## src/rtl/xsleenacore_palette_arbiter.sv

```systemverilog
// Palette RAM arbiter: video lookups own the RAM pair, CPU writes are posted
// through a small FIFO and CPU reads wait for it to drain before issuing.
module xsleenacore_palette_arbiter #(
  parameter int WBUF_DEPTH = 4,
  parameter int STARVE_MAX = 32
) (
  input  logic       clk,
  input  logic       RSTn,
  input  logic       cpu_req,
  input  logic       cpu_rw,
  input  logic [9:0] cpu_addr,
  input  logic [7:0] cpu_din,
  output logic [7:0] cpu_dout,
  output logic       cpu_ready,
  input  logic       pix_slot,
  input  logic       BLKn,
  input  logic [8:0] vid_addr,
  output logic [8:0] pal_addr,
  output logic       pal_cs_lsb,
  output logic       pal_cs_msb,
  output logic       pal_we,
  output logic [7:0] pal_din,
  input  logic [7:0] pal_q_lsb,
  input  logic [7:0] pal_q_msb,
  output logic       vid_stolen,
  output logic       wbuf_full
);

  localparam int PW = $clog2(WBUF_DEPTH);
  localparam int CW = PW + 1;
  localparam int SW = $clog2(STARVE_MAX + 1);

  typedef enum logic [1:0] {
    IDLE,
    RD_DRAIN,
    RD_ISSUE,
    RD_WAIT
  } state_t;

  state_t        state_q, state_d;
  logic [PW-1:0] wptr_q, wptr_d;
  logic [PW-1:0] rptr_q, rptr_d;
  logic [CW-1:0] cnt_q, cnt_d;
  logic [SW-1:0] starve_q, starve_d;
  logic          wack_q, wack_d;
  logic [9:0]    raddr_q, raddr_d;

  logic [9:0] wb_addr [WBUF_DEPTH];
  logic [7:0] wb_data [WBUF_DEPTH];

  logic empty, full, video, pend;
  logic op_avail, sat, steal, grant;
  logic push, pop;

  always_comb begin
    empty    = (cnt_q == '0);
    full     = (cnt_q == CW'(WBUF_DEPTH));
    // Video is gated by reset so the RAM sees no enables while held.
    video    = pix_slot & BLKn & RSTn;
    op_avail = !empty | (state_q == RD_ISSUE);
    pend     = !empty | (state_q == RD_DRAIN)
             | (state_q == RD_ISSUE);
    sat      = (starve_q == SW'(STARVE_MAX));
    steal    = video & sat & op_avail;
    grant    = op_avail & (!video | steal);
    pop      = grant & !empty;
  end

  always_comb begin
    pal_addr   = '0;
    pal_cs_lsb = 1'b0;
    pal_cs_msb = 1'b0;
    pal_we     = 1'b0;
    pal_din    = '0;
    vid_stolen = steal;
    if (video && !steal) begin
      pal_addr   = vid_addr;
      pal_cs_lsb = 1'b1;
      pal_cs_msb = 1'b1;
    end else if (pop) begin
      pal_addr   = wb_addr[rptr_q][8:0];
      pal_cs_lsb = !wb_addr[rptr_q][9];
      pal_cs_msb = wb_addr[rptr_q][9];
      pal_we     = 1'b1;
      pal_din    = wb_data[rptr_q];
    end else if (grant) begin
      pal_addr   = raddr_q[8:0];
      pal_cs_lsb = !raddr_q[9];
      pal_cs_msb = raddr_q[9];
    end
  end

  always_comb begin
    // wack_q masks the still-held request of a write just acknowledged.
    push    = cpu_req & !cpu_rw & !full & !wack_q
            & (state_q == IDLE);
    wack_d  = push;
    cnt_d   = cnt_q + CW'(push) - CW'(pop);
    wptr_d  = push ? wptr_q + PW'(1) : wptr_q;
    rptr_d  = pop ? rptr_q + PW'(1) : rptr_q;
    state_d = state_q;
    raddr_d = raddr_q;
    unique case (state_q)
      IDLE: begin
        if (cpu_req && cpu_rw && !wack_q) begin
          state_d = RD_DRAIN;
          raddr_d = cpu_addr;
        end
      end
      RD_DRAIN: begin
        if (!cpu_req) state_d = IDLE;
        else if (empty) state_d = RD_ISSUE;
      end
      RD_ISSUE: begin
        if (!cpu_req) state_d = IDLE;
        else if (grant) state_d = RD_WAIT;
      end
      RD_WAIT: state_d = IDLE;
      default: state_d = IDLE;
    endcase
    if (grant || !pend) starve_d = '0;
    else if (!sat) starve_d = starve_q + SW'(1);
    else starve_d = starve_q;
  end

  always_ff @(posedge clk or negedge RSTn) begin
    if (!RSTn) begin
      state_q  <= IDLE;
      wptr_q   <= '0;
      rptr_q   <= '0;
      cnt_q    <= '0;
      starve_q <= '0;
      wack_q   <= 1'b0;
      raddr_q  <= '0;
    end else begin
      state_q  <= state_d;
      wptr_q   <= wptr_d;
      rptr_q   <= rptr_d;
      cnt_q    <= cnt_d;
      starve_q <= starve_d;
      wack_q   <= wack_d;
      raddr_q  <= raddr_d;
    end
  end

  always_ff @(posedge clk) begin
    if (push) begin
      wb_addr[wptr_q] <= cpu_addr;
      wb_data[wptr_q] <= cpu_din;
    end
  end

  assign cpu_ready = wack_q | (state_q == RD_WAIT);
  assign cpu_dout  = (state_q == RD_WAIT)
                   ? (raddr_q[9] ? pal_q_msb : pal_q_lsb)
                   : 8'hFF;
  assign wbuf_full = full;

endmodule

```

## config.mk

```make
export PLATFORM = sky130hd
export DESIGN_NAME = xsleenacore_palette_arbiter
export DESIGN_NICKNAME = d
export VERILOG_FILES = /design/src/rtl/xsleenacore_palette_arbiter.sv
export SDC_FILE = /design/constraint.sdc
export NUM_CORES = 1
export LEC_CHECK = 0
export ABC_AREA = 0
export CORE_AREA = 2 2 114 116
export DETAILED_ROUTE_END_ITERATION = 16
export DIE_AREA = 0 0 116 118
export PLACE_DENSITY = 0.66
export SYNTH_ARGS = -nofsm -noshare
export SYNTH_HDL_FRONTEND = slang
export SYNTH_SLANG_ARGS = --single-unit
```

## constraint.sdc

```tcl
create_clock -name clk -period 2.7 [get_ports clk]
set_input_delay 0.27 -clock clk [delete_from_list [all_inputs] [get_ports clk]]
set_output_delay 0.27 -clock clk [all_outputs]
set_load 0.05 [all_outputs]
```

==> flow_summary.toml <==
[route]
drc = 0
wirelength_um = 9040
drtIter0Drc = 151
drt-vias-per-instance = 4.78
route.antenna.remaining_nets = 0
wire_per_inst_um = 17.0
drt_first_pass_iters = 4
vias = 2549

[finish]
drive_gt1_share_pct = 25.5
nNetsFinal = 414
layout.cells.non_filler = 533
area_growth_pct = 32.1
final_common_cell = "edfxtp_1"
fill_cells = 1127
diodes = 0
layout_common_cells = "edfxtp_1, clkdlybuf4s50_1, buf_4"
final_core_util_pct = 45.8

[clock_network]
cts_setup_buffers = 0
path_clk_slew_ps = 70
cts_root_buf = "clkbuf_16"
clk_path_buf_depth = 2
cts_hold_buf = 0
h-tree-depth = 3
clock-sinks = 98
cts_tree = "yes"
clock_latency_ps = 340
cts_made_buffers = 9

[die]
dieArea_um2 = 13700
die_w_um = 116
start_util_pct = 34.7
core_area_um2 = 12400
io_pins = 80
fp.dieH_um = 118
row_count = 41

[place]
io_buffers = 79
gp_congestion = 0.740
dp.cells = 517
dp_hpwl_um = 6390

[yosys]
yosys.area.top_type = "edfxtp_1"
syn_area_um2 = 4310
synth_top_area_share_pct = 50.2
synth_area_per_cell_um2 = 16.4
ys_seq_elements = 98
syn_inst = 262
synth_seq_area_share_pct = 65.3
synth-async-reset-ratio_pct = 26.5
synth_edf_count = 72
yosys_warnings = 0
synth_cell_types = 40
ys.flop_type = "edfxtp_1"
netlist_top_cells_area = "edfxtp_1, dfrtp_1, mux4_2"
synth_nets = 320

[global_routing]
grt_pass1_vias = 2679
grt_max_degree = 27
grt_pass1_wl_um = 14200
antenna_found_initial = 0
grt_use_total_pct = 13.8
gr-total-overflow = 0

[timing]
fmax_mhz = 393
setup_viol = 0
tightestPinTransition_ps = 783
min_period_ps = 2540
relSlewSlack_pct = 47.8
slew_viol_final = 0
finalHoldViolations = 0
tns_ps = 0
finClkSkew_ps = 6.33
holdWs_ps = 352
period_share_pct = 94.2
rsz0062_at_grt = "no"

[critical_path]
critPathRequiredTime_ps = 2430
r2r_slack_ps = 400
critPathLaunchType = "flip-flop"
arrival_ps = 2270
end_kind = "output pin"
critPathMaxFanout = 9
crit_type = "reg -> out"

[pwr]
power.leakage_nw = 2.12
vdd_ir_drop_max_v = 0.000597
power.total_mw = 5.72
power_density_nw_per_um2 = 1010

[run]
cap_violations = 0

[min_path]
hold_path.class = "in -> async"

[status]
status = "completed"
-- flip-flops by register name, indices dropped and copies added, names as in the netlist --
| signal | cells |
|---|---|
| cnt_q | 3 |
| raddr_q | 10 |
| rptr_q | 2 |
| starve_q | 6 |
| state_q | 2 |
| wack_q | 1 |
| wb_addr | 40 |
| wb_data | 32 |
| wptr_q | 2 |
-- per-layer routing --
| metal | vias to the layer above | wire [µm] | track usage (%) |
|---|---|---|---|
| met5 | - | 0 | 0 |
| met4 | 0 | 122 | 4.84 |
| met3 | 10 | 669 | 3.91 |
| met2 | 86 | 4370 | 22.0 |
| met1 | 1272 | 3880 | 18.0 |
| li1 | 1181 | - | - |
-- synthesized netlist by cell type (2+ instances only) --
cell / count
nor3_1: 3
mux4_2: 18
a221o_1: 9
xor2_1: 4
ha_1: 8
mux2_4: 10
and2_1: 13
inv_1: 11
dfrtp_1: 26
nor2_1: 10
nor3b_1: 10
nor3_2: 2
a21oi_1: 2
edfxtp_1: 72
or3_1: 2
nand3_1: 3
buf_2: 7
nand2b_1: 2
nand2_1: 13
xnor2_1: 5
clkbuf_1: 4
mux2i_1: 10
-- cell type report --
class / instances / area, µm² / area share [%]
Inverter: 11 / 41.3 / 0.726
Clock buffer: 10 / 250 / 4.40
Timing Repair Buffer: 96 / 903 / 15.9
Tap cell: 172 / 215 / 3.78
Multi-Input combinational cell: 140 / 1410 / 24.8
Sequential cell: 98 / 2810 / 49.4
Clock inverter: 6 / 53.8 / 0.945
-- what timing repair did --
| item | CTS | global route |
|---|---|---|
| resized for setup | 2 | 1 |
| setup endpoints to repair | 9 | 2 |
| endpoints found under the hold margin | 0 | 0 |
-- per-stage QoR --
| step | area (µm²) | worst slack [ps] |
|---|---|---|
| after detailed placement | 5370 | 114 |
| after CTS | 5690 | 52.0 |
| after floorplan | 4310 | 275 |
| final | 5690 | 156 |
| after global routing | 5690 | 33.3 |
| after global placement | 5370 | 162 |
-- critical path, cell delays in order (launching register included) --
cell     delay [ps]
dfrtp_1         450
or3_1           490
nor3_4          520
a221o_1         270
buf_4           210
-- report_power, final --
group	switching [mW]	internal, mW	leakage, nW
Clock	0.572	0.700	0.152
Combinational	1.33	1.06	0.997
Sequential	0.215	1.85	0.974
Total	2.12	3.61	2.12
-- path summary, 6_finish.rpt --
path | from | cells after the start | to
worst max register to register | state_q[1] | 8 | cnt_q[2]
max in group asynchronous | RSTn | 2 | raddr_q[4]
worst max-delay path | cnt_q[1] | 4 | pal_addr[6]
min in group clk | raddr_q[4] | 1 | raddr_q[4]
worst min-delay path | RSTn | 2 | raddr_q[5]
worst min register to register | raddr_q[4] | 1 | raddr_q[4]
-- cells by family after synthesis --
family	share of synthesized area, %
simple gates	8.83
buf+inv	2.56
fa+ha+maj	2.79
xor+xnor	1.83
mux	15.2
flops	65.3
compound gates	3.51
(Power assumes the default switching activity.)
